[src/rtl/pcm_fifo_if.sv]
// pcm_fifo_if: push/pull handshake and status bundle between a PCM filter, the FIFO and its consumer.
interface pcm_fifo_if #(
    parameter int WIDTH = 16,
    parameter int DEPTH = 8
);
    logic                     push;
    logic [WIDTH-1:0]         din;
    logic                     pull;
    logic                     clr_ovf;
    logic [WIDTH-1:0]         dout;
    logic                     valid;
    logic                     full;
    logic [$clog2(DEPTH):0]   count;
    logic                     overflow;
    logic [7:0]               drop_cnt;

    modport master (
        output push, din, pull, clr_ovf,
        input  dout, valid, full, count, overflow, drop_cnt
    );

    modport slave (
        input  push, din, pull, clr_ovf,
        output dout, valid, full, count, overflow, drop_cnt
    );
endinterface

[src/rtl/pcm_fifo.sv]
// pcm_fifo: show-ahead sample FIFO with drop-on-full, sticky overflow flag and saturating drop counter.
module pcm_fifo #(
    parameter int WIDTH = 16,
    parameter int DEPTH = 8
) (
    input  logic        clk,
    input  logic        rst,
    pcm_fifo_if.slave   bus
);
    localparam int AW = $clog2(DEPTH);

    logic [WIDTH-1:0] mem [DEPTH];
    logic [AW-1:0]    wr_ptr;
    logic [AW-1:0]    rd_ptr;
    logic [AW:0]      cnt;
    logic             ovf;
    logic [7:0]       drops;
    logic             is_full;
    logic             pop;
    logic             wr;
    logic             drop;

    always_comb begin
        is_full = cnt == (AW+1)'(DEPTH);
        pop     = bus.pull && cnt != '0;
        // a full queue still accepts a write when the head leaves in the same cycle
        wr      = bus.push && (!is_full || bus.pull);
        drop    = bus.push && is_full && !bus.pull;
    end

    always_ff @(posedge clk or posedge rst) begin
        if (rst) begin
            for (int i = 0; i < DEPTH; i++) mem[i] <= '0;
            wr_ptr <= '0;
            rd_ptr <= '0;
            cnt    <= '0;
            ovf    <= 1'b0;
            drops  <= '0;
        end else begin
            if (wr) begin
                mem[wr_ptr] <= bus.din;
                wr_ptr      <= wr_ptr + 1'b1;
            end
            if (pop) rd_ptr <= rd_ptr + 1'b1;
            cnt <= cnt + (AW+1)'(wr) - (AW+1)'(pop);
            if (drop) begin
                ovf   <= 1'b1;
                drops <= bus.clr_ovf ? 8'd1 : (drops == 8'hFF ? drops : drops + 8'd1);
            end else if (bus.clr_ovf) begin
                ovf   <= 1'b0;
                drops <= '0;
            end
        end
    end

    assign bus.dout     = mem[rd_ptr];
    assign bus.valid    = cnt != '0;
    assign bus.full     = is_full;
    assign bus.count    = cnt;
    assign bus.overflow = ovf;
    assign bus.drop_cnt = drops;
endmodule

[src/flat_wrapper.sv]
// flat-port wrapper written by rule: the top's interface ports become plain ports
module pcm_fifo_flat 
#(
    parameter int WIDTH = 16,
    parameter int DEPTH = 8
)
  (clk, rst, bus_push, bus_din, bus_pull, bus_clr_ovf, bus_dout, bus_valid, bus_full, bus_count, bus_overflow, bus_drop_cnt);
  pcm_fifo_if #(.WIDTH(WIDTH), .DEPTH(DEPTH)) bus_i ();
  input  logic clk;
  input  logic rst;
  input wire logic [$bits(bus_i.push)-1:0] bus_push;
  input wire logic [$bits(bus_i.din)-1:0] bus_din;
  input wire logic [$bits(bus_i.pull)-1:0] bus_pull;
  input wire logic [$bits(bus_i.clr_ovf)-1:0] bus_clr_ovf;
  output wire logic [$bits(bus_i.dout)-1:0] bus_dout;
  output wire logic [$bits(bus_i.valid)-1:0] bus_valid;
  output wire logic [$bits(bus_i.full)-1:0] bus_full;
  output wire logic [$bits(bus_i.count)-1:0] bus_count;
  output wire logic [$bits(bus_i.overflow)-1:0] bus_overflow;
  output wire logic [$bits(bus_i.drop_cnt)-1:0] bus_drop_cnt;
  assign bus_i.push = bus_push;
  assign bus_i.din = bus_din;
  assign bus_i.pull = bus_pull;
  assign bus_i.clr_ovf = bus_clr_ovf;
  assign bus_dout = bus_i.dout;
  assign bus_valid = bus_i.valid;
  assign bus_full = bus_i.full;
  assign bus_count = bus_i.count;
  assign bus_overflow = bus_i.overflow;
  assign bus_drop_cnt = bus_i.drop_cnt;
  pcm_fifo #(.WIDTH(WIDTH), .DEPTH(DEPTH)) u_core (.clk(clk), .rst(rst), .bus(bus_i));
endmodule
[config.mk]
export PLATFORM = sky130hd
export DESIGN_NAME = pcm_fifo_flat
export DESIGN_NICKNAME = d
export VERILOG_FILES = /design/src/rtl/pcm_fifo_if.sv /design/src/rtl/pcm_fifo.sv /design/src/flat_wrapper.sv
export SDC_FILE = /design/constraint.sdc
export NUM_CORES = 1
export LEC_CHECK = 0
export CAP_MARGIN = 40
export CORE_ASPECT_RATIO = 0.6
export CORE_MARGIN = 2
export CORE_UTILIZATION = 55
export DETAILED_ROUTE_END_ITERATION = 8
export PLACE_DENSITY = 0.76
export SLEW_MARGIN = 5
export SYNTH_ARGS = -nofsm -noshare
export SYNTH_HDL_FRONTEND = slang
export SYNTH_SLANG_ARGS = --single-unit
[constraint.sdc]
create_clock -name clk -period 16.1 [get_ports clk]
set_input_delay 4.83 -clock clk [delete_from_list [all_inputs] [get_ports clk]]
set_output_delay 4.83 -clock clk [all_outputs]
set_load 0.05 [all_outputs]
# Word-level counts from Yosys, hierarchy flattened
# Index checks and enable logic that the tools add are counted.
# op_classes
n_div,0
mul,0
muxes,12
n_lt_le_gt_ge,3
reduce_logical,11
n_eq_ne,3
n_addsub,5
n_shift,0
bitwise_logic,2
# ops
cell,n
128-bit bitwise mux,1
16-bit binary-select mux with 3-bit select,1
16-bit demux with 3-bit select,1
16-bit two-way mux,3
8-bit two-way mux,4
"8-bit by 1-bit adder with 8-bit output, second input constant",1
"8-bit == test, second input constant",1
"4-bit >= comparator, second input constant",2
3-bit inverter with 4-bit output,2
"3-bit by 1-bit adder with 3-bit output, second input constant",2
1-bit logical AND,5
4-bit by 1-bit adder with 4-bit output,1
"4-bit == test, second input constant",1
"4-bit by 1-bit less-than comparator with 1-bit output, second input constant",1
4-bit nonzero test,1
4-bit by 1-bit subtractor with 4-bit output,1
1-bit zero test,2
1-bit two-way mux,2
"2-bit != test, second input constant",1
2-bit AND reduction,1
2-bit nonzero test,1
1-bit logical OR,1
# totals
mem_bits_ro,0
reg_bits,147
latchBits,0
mem_count,0
input_bits,21
ram_bits,0

# Logic depth before layout (Yosys ltp)
# Gate-level depths: netlist of the first run.
# depth
ltp_word,6
mapped_depth,11

# Worst setup path after synthesis of the first run
# No wires, ideal clock.
# synth_timing
kind,register to output
startpoint,register u_core.rd_ptr[0]
endpoint,output port bus_dout[1]
arrival_ns,1.872
setup_slack_ns,9.398
n_path_buf,2
path_stages_with_launch,5
required_ns,11.270
cell_sequence,dfrtp_1 -> clkbuf_1 -> buf_2 -> mux4_2 -> mux2_2
# synth_between
elab_chain_len,4
# synth_rtl
element,line,rtl
from (decl),pcm_fifo.sv:14,logic [AW-1:0] rd_ptr;
from (signal assigned),pcm_fifo.sv:44,if (pop) rd_ptr <= rd_ptr + 1'b1;
3-bit inverter with 4-bit output (implied by the code),pcm_fifo.sv:56,assign bus.dout = mem[rd_ptr];
16-bit binary-select mux with 3-bit select,pcm_fifo.sv:56,
16-bit two-way mux (implied by the code) (2 in series),pcm_fifo.sv:56,
to (decl),flat_wrapper.sv:15,output wire logic [$bits(bus_i.dout)-1:0] bus_dout;
# No other way between the ends. The select of a mux whose other input is x is not followed.

# Final worst setup path of the first run
# layout_timing
startpoint,register u_core.rd_ptr[0]
endpoint,output port bus_dout[15]
# Same word-level chain as after synthesis.

==> results of run 1 <==
[state kept, by name (all words and copies together) (netlist names)]
name                 flops
u_core.mem             128
u_core.bus.drop_cnt      8
u_core.bus.count         4
u_core.rd_ptr            3
u_core.wr_ptr            3
u_core.bus.overflow      1
[power by group]
group | leakage (uW) | switching [uW] | internal [uW]
Sequential | 0.00178 | 132 | 549
Combinational | 0.00151 | 433 | 489
Clock | 0.000285 | 153 | 252
[area by class of cell]
type | instances | area share (%)
flip-flops and latches | 147 | 44.4
repair buffers | 61 | 7.73
well taps | 165 | 2.49
clock buffers | 20 | 5.51
inverters | 12 | 0.604
multi-input cells | 252 | 37.4
clock inverters | 12 | 1.87
[cells by family after synthesis]
| kind of cell | Yosys count | share of synthesized area, % |
|---|---|---|
| buffers and inverters | 36 | 3.49 |
| AO/OA/AOI/OAI | 13 | 1.21 |
| multiplexers | 179 | 35.4 |
| XOR/XNOR | 10 | 1.25 |
| flip-flops | 147 | 52.4 |
| AND/OR/NAND/NOR | 40 | 4.37 |
| adder cells (fa/ha/maj) | 10 | 1.89 |
[cells in the final DEF, fill, tap and decap left out, drive strengths merged, types with 4 or more instances in the layout]
cell             n
clkdlybuf4s50   51
buf             10
dfrtp          147
clkbuf          20
nand4            4
nand3            6
inv             13
ha               9
mux2           146
nand2            7
mux4            32
clkinvlp         5
xnor2            8
nor2             9
[per-layer routing]
metal | global-route usage [%] | part of all wire (%)
met4 | 6.92 | 1.4
met3 | 5.18 | 3.5
met5 | 0 | 0
met2 | 32.4 | 45
met1 | 34.5 | 50
[stage by stage]
stage	std cells	cell area [um^2]	hold slack [ns]	setup WS [ns]
6_report	669	8290	0.503	8.15
5_1_grt	669	8290	0.519	8.02
4_1_cts	669	8290	0.506	8.13
3_5_place_dp	637	7680	0.490	8.59
3_3_place_gp	632	7580	0.482	8.33
2_1_floorplan	435	7020	0.474	7.32
[path summary, 6_finish.rpt]
path	start	endpoint	slack [ns]
setup / recovery	u_core.rd_ptr[0]	bus_dout[15]	8.15
hold / removal	u_core.mem[20]	u_core.mem[20]	0.50
setup reg to reg	u_core.bus.count[2]	u_core.mem[47]	13.75
hold reg to reg	u_core.mem[20]	u_core.mem[20]	0.50
max in group asynchronous	rst	u_core.mem[117]	10.17
min in group asynchronous	rst	u_core.mem[47]	4.90
==> run summary, run 1 <==
Seq/Total Area, Yosys = 52.4%
Crit path largest cell delay = 0.74 ns
cell area after synthesis = 7020 um^2
Post-CTS Resized = 0
fillcell total = 840
chip width = 150 um
part of the cycle the worst path needs = 49.4%
CP Depth = 4
H-tree depth = 4
root cell of the clock tree = clkbuf_16
post-synthesis to final-layout area growth = 18.0%
VDD IR max = 201 uV
HPWL Detailed = 9060 um
Clk Latency, worst-skew pair = 0.41 ns
P_leak = 0.00357 uW
Max Cap Viol = 0
antenna viol nets, final = 0
core box area = 12300 um^2
fmax = 126 MHz
worst reg-to-reg path cell count = 6
Synth cell types = 44
Final Critical Period = 7.95 ns
vias per cell = 5.85
most numerous cell in the Yosys netlist = dfrtp_1
GRT Total Usage = 22.6%
Worst Path Arrival = 3.12 ns
global-route wire length before repair = 23400 um
ANT cells = 0
layout cells sized above 1 = 46.0%
Synth warnings = 0
Async S/R FF share, synth = 100%
clock tree buffer depth = 2
GR Overflow Total = 0
routed len/inst = 21.0 um
synthesized instance count = 435
Num CTS Buffers = 17
syn nets = 466
post-synth top area share = 52.4%
Critical Path RT = 11.27 ns
startpoint types = flip-flop
Crit Path Class = reg2out
Starting DRT DRC Count = 192
Final Power = 2010 uW
CP Max Fanout = 18
# DRC = 0
setup TNS = 0 ns
outcome = finished clean
Synth Flop Type = dfrtp_1
RSZ-0062 raised after global routing = false
critical-path cell list = buf_4, mux4_2, mux2_2, clkdlybuf4s50_1
Initial Util = 57.3%
worst path bufs/invs = 2
Die ar. = 13700 um^2
CTS hold repair buffers = 0
register bit total from synthesis = 147
top post-synthesis cells by count = dfrtp_1, mux2_2, mux4_2
CP max-delay cell = dfrtp_2
NumNets Final = 522
CTS tree = done
# Post-CTS Setup Buffers = 0
Worst slew margin = 54.6%
Slew Limit Fails = 0
Slew @ Worst Pin = 0.671 ns
CP endpoint kind = output pin
drt first pass iters = 4
HP Class = reg2reg
CTS sink cnt = 147
Die H = 91.5 um
Reg clk slew, reported paths = 0.06 ns
routed wire length = 14100 um
fin util = 67.6%
ranking of synthesized cells by area = dfrtp_1, mux2_2, mux4_2
area of the multi-input gates = 3100 um^2
Final Hold Fails = 0
largest net degree at the start of global routing = 71
Post-synth EDFFs = 0
skew final = 0.00921 ns
antenna violations before repair = 0
final setup violation count = 0
register area = 3680 um^2
hold path cells = 1
Power Dens Cells = 242 nW/um^2
DR vias = 3916
row cnt = 31
Synth area leader = dfrtp_1
number of global-route vias before repair = 4186
gpl congestion = 0.806
I/O pins = 52
Avg Cell Area, Syn = 16.1 um^2
Port-buffer cells = 51
crit-path leading delay family = buffers and inverters
Note: power is estimated with default switching activity, not from simulation.
==> run 2, diff against run 1 <==
Clock period 16.1 ns to 7.7 ns, I/O delays scaled along.
==> run 2 against run 1 <==
  * Final cell count stayed put
  * Routed wire length is 2.4% higher
  * Combinational power is 110% higher
  * Clock power is 140% higher
  * Flip-flop and latch count stayed put
  * First-iteration DRC count is 9.4% higher
  * Total power is 120% higher
  * Utilization is 0.78 points higher
  * Sequential share of layout area is 0.50 points lower
  * Register-to-register slack worse by 8.4 ns
  * Non-clock buffer count stayed put
  * Worst setup slack worse by 5.9 ns
  * Critical path type unchanged
  * Highest routed layer unchanged
==> run summary, run 2 (synthesized netlist as in run 1, its figures left out) <==
outcome = finished clean
Final Power = 4350 uW
routed wire length = 14400 um
CP Capture Point = bus_dout[15]
skew final = 0.00945 ns
layout cells sized above 1 = 46.2%
Die ar. = 13700 um^2
row cnt = 31
routed len/inst = 21.5 um
setup TNS = 0 ns
register bank with the most flops = u_core.mem
post-synthesis to final-layout area growth = 19.4%
worst setup path startpoint = u_core.rd_ptr[0]
Crit Path Class = reg2out
Clk Latency, worst-skew pair = 0.42 ns
CP Max Fanout = 18
Final Hold Fails = 0
DR vias = 3951
chip width = 150 um
Post-CTS Resized = 0
HPWL Detailed = 8960 um
Power Dens Cells = 519 nW/um^2
VDD IR max = 318 uV
Die H = 91.5 um
end of the worst register-to-register path = u_core.mem[45]
gpl congestion = 0.805
global-route wire length before repair = 24100 um
Hold Startpoint = u_core.mem[17]
CTS tree = done
I/O pins = 52
largest net degree at the start of global routing = 90
setup slack at placement = 2.71 ns
HP Class = reg2reg
CTS hold repair buffers = 0
CTS sink cnt = 147
fillcell total = 814
clock tree buffer depth = 2
# DRC = 0
antenna violations before repair = 0
antenna viol nets, final = 0
NumNets Final = 522
Max Cap Viol = 0
core box area = 12300 um^2
fmax = 185 MHz
number of flip-flops in the largest register = 128
Final Worst Setup Slack = 2.28 ns
most common cell after layout, fill and taps aside = dfrtp_1
P_leak = 0.00363 uW
r2r setup slk = 5.36 ns
most frequent cells in the layout = dfrtp_1, mux2_2, clkdlybuf4s50_1, mux4_2, mux2_4
RSZ-0062 raised after global routing = false
placed cell area = 7680 um^2
# Post-CTS Setup Buffers = 0
ANT cells = 0
worst reg-to-reg path cell count = 6
Slew Limit Fails = 0
final setup violation count = 0
part of the cycle the worst path needs = 70.4%
Starting DRT DRC Count = 210
Initial Util = 57.3%
CP endpoint kind = output pin
Critical Path RT = 5.39 ns
H-tree depth = 4
Port-buffer cells = 51
Final Critical Period = 5.42 ns
Num CTS Buffers = 17
GRT Total Usage = 23.5%
Reg clk slew, reported paths = 0.06 ns
fin area = 8380 um^2
GR Overflow Total = 0
number of global-route vias before repair = 4326
root cell of the clock tree = clkbuf_16
Slew @ Worst Pin = 0.694 ns
Reg-to-Reg Start = u_core.bus.count[2]
Worst slew margin = 53.1%
drt first pass iters = 5
startpoint types = flip-flop
Worst Path Arrival = 3.11 ns
vias per cell = 5.91
[run 2: changes by cell type in the layout (fill, tap and decap cells not counted), sizes merged]
cell and delta:
clkbuf -1, clkinv +2, bufinv +4, clkinvlp -4, inv -1
[run 2: worst min path at each step]
stage	end	slack (ns)	depth (start not counted)
floorplan	u_core.mem[106]	0.47	1
global placement	u_core.mem[44]	0.48	1
detailed placement	u_core.mem[106]	0.49	1
CTS	u_core.mem[106]	0.50	1
global route	u_core.mem[69]	0.52	1
finish	u_core.mem[17]	0.50	1
[run 2: stage by stage]
step / hold WS (ns) / instances / util, %
2_1_floorplan: 0.474 / 435 / -
3_3_place_gp: 0.483 / 632 / 61.9
3_5_place_dp: 0.488 / 637 / 62.6
4_1_cts: 0.502 / 669 / 68.4
5_1_grt: 0.518 / 669 / 68.4
6_report: 0.501 / 669 / 68.4
[run 2: where the power goes]
group / leakage (uW) / internal (uW) / switching [uW]
clock: 0.000343 / 658 / 326
combinational: 0.00151 / 1020 / 916
sequential: 0.00178 / 1150 / 279
total: 0.00363 / 2830 / 1520
[run 2: area by class of cell]
cell class / count / area (um^2) / area share, %
Multi-Input combinational cell: 252 / 3100 / 37.0
Clock buffer: 19 / 453 / 5.40
Sequential cell: 147 / 3680 / 43.9
Inverter: 12 / 50.0 / 0.597
Timing Repair Buffer: 61 / 641 / 7.64
Tap cell: 165 / 206 / 2.46
Clock inverter: 13 / 254 / 3.03
[run 2: routing by layer]
metal / wire length, um / share of wire, % / vias to the layer above / GRT usage, %
met1: 6770 / 47 / 2097 / 34.6
met3: 820 / 5.7 / 15 / 5.43
li1: - / - / 1733 / -
met2: 6670 / 46 / 106 / 34.9
met5: 0 / 0 / - / 0
met4: 150 / 1.0 / 0 / 7.23
[run 2: worst max-delay path, cell delays in order, from the launching register on]
cell and delay [ns]:
dfrtp_2 0.72, buf_4 0.42, mux4_2 0.56, mux2_2 0.28, clkdlybuf4s50_1 0.70
==> run 3, diff against run 2 <==
Clock period 7.7 ns to 5.6 ns, I/O delays scaled along.
==> run 3 against run 2 <==
  * Clock power up 40%
  * Non-clock buffer count unchanged
  * Die area unchanged
  * Sequential power up 35%
  * First-iteration DRC count down 6.7%
==> run summary, run 3 (synthesized netlist as in run 1, its figures left out) <==
CTS hold repair buffers = 0
GR Util met3 = 5.33%
number of global-route vias before repair = 4222
core box area = 12300 um^2
NumNets Final = 522
register area = 3680 um^2
Clk Latency, worst-skew pair = 0.41 ns
H-tree depth = 4
# Post-CTS Setup Buffers = 0
largest net degree at the start of global routing = 101
RSZ-0062 raised after global routing = false
post-synthesis to final-layout area growth = 19.5%
GRT Total Usage = 22.8%
routed wire length = 13900 um
Final Hold Fails = 0
Max Cap Viol = 0
Non-Filler Instances = 668
outcome = finished clean
root cell of the clock tree = clkbuf_16
area of the multi-input gates = 3100 um^2
clock tree buffer depth = 2
met2 Resource Use GR = 34.1%
VDD IR max = 464 uV
part of the cycle the worst path needs = 79.0%
fmax = 226 MHz
CP endpoint kind = output pin
setup TNS = 0 ns
chip width = 150 um
Worst Path Arrival = 2.75 ns
Slew @ Worst Pin = 0.736 ns
most common cell after layout, fill and taps aside = dfrtp_1
Die ar. = 13700 um^2
Initial Util = 57.3%
GRT Max-Usage Layer = met1
Post-CTS Resized = 0
Final Critical Period = 4.43 ns
layout cells sized above 1 = 45.9%
Reg clk slew, reported paths = 0.06 ns
# DRC = 0
CTS tree = done
DR vias = 3876
drt first pass iters = 4
Crit Path Class = reg2out
register bank with the most flops = u_core.mem
most frequent cells in the layout = dfrtp_1, mux2_2, clkdlybuf4s50_1, mux4_2, mux2_4
ANT cells = 0
routed len/inst = 20.9 um
global-route wire length before repair = 23600 um
fillcell total = 852
Power Dens Cells = 715 nW/um^2
Port-buffer cells = 51
Starting DRT DRC Count = 196
antenna violations before repair = 0
Slew Limit Fails = 0
met1 GRT Util = 34.6%
skew final = 0.00619 ns
vias per cell = 5.80
final setup violation count = 0
GR Overflow Total = 0
antenna viol nets, final = 0
Worst slew margin = 50.3%
I/O pins = 52
startpoint types = flip-flop
CTS sink cnt = 147
HPWL Detailed = 8780 um
CP Max Fanout = 21
Num CTS Buffers = 17
HP Class = reg2reg
number of flip-flops in the largest register = 128
P_leak = 0.00364 uW
Critical Path RT = 3.92 ns
gpl congestion = 0.782
Die H = 91.5 um
row cnt = 31
placed insts = 637
## run 3: cell count changes in the layout (fill, tap and decap cells not counted)
cell,delta
buf_12,+3
buf_16,-2
buf_4,-1
bufinv_16,+1
clkbuf_1,+1
clkbuf_8,+1
clkinv_4,-3
inv_6,-1
## run 3: stage by stage
| step | setup slack (ns) | total power (uW) | utilization, % | instance area (um^2) | hold WS (ns) |
|---|---|---|---|---|---|
| floorplan | 2.05 | 3940 | - | 7030 | 0.474 |
| global placement | 1.32 | 4500 | 62.2 | 7620 | 0.483 |
| detailed placement | 1.53 | 4620 | 62.6 | 7670 | 0.487 |
| CTS | 1.13 | 6040 | 68.5 | 8390 | 0.502 |
| global route | 1.05 | 6320 | 68.5 | 8390 | 0.507 |
| finish | 1.17 | 6000 | 68.5 | 8390 | 0.500 |
## run 3: cell type report
type                            instances  share of cell area, %
Clock buffer                           21                   5.61
Timing Repair Buffer                   61                   7.60
Clock inverter                         10                   2.98
Inverter                               12                  0.581
Sequential cell                       147                   43.8
Multi-Input combinational cell        252                   36.9
Tap cell                              165                   2.46
## run 3: power breakdown
group	leakage (uW)	internal (uW)	switching (uW)
clock network	0.000353	958	419
logic	0.00151	1410	1280
registers	0.00178	1580	348
total	0.00364	3950	2050
## run 3: layer usage
layer  wire length, um  vias up
li1                  -     1718
met1              6700     2074
met2              6480       77
met3               689        7
met4                65        0
met5                 0        -
## run 3: worst paths after layout
| path | startpoint | endpoint | slack (ns) | cells after the start |
|---|---|---|---|---|
| min in group asynchronous | rst | u_core.mem[48] | 1.73 | 2 |
| min | u_core.mem[28] | u_core.mem[28] | 0.50 | 1 |
| min reg2reg | u_core.mem[28] | u_core.mem[28] | 0.50 | 1 |
| max reg2reg | u_core.bus.count[2] | u_core.mem[55] | 3.08 | 7 |
| max in group asynchronous | rst | u_core.mem[10] | 2.96 | 3 |
| max | u_core.rd_ptr[0] | bus_dout[7] | 1.17 | 4 |
## run 3: critical path, stage by stage (launching register included)
cell             delay (ns)
dfrtp_2                0.56
buf_12                 0.25
mux4_2                 0.52
mux2_2                 0.28
clkdlybuf4s50_1        0.70
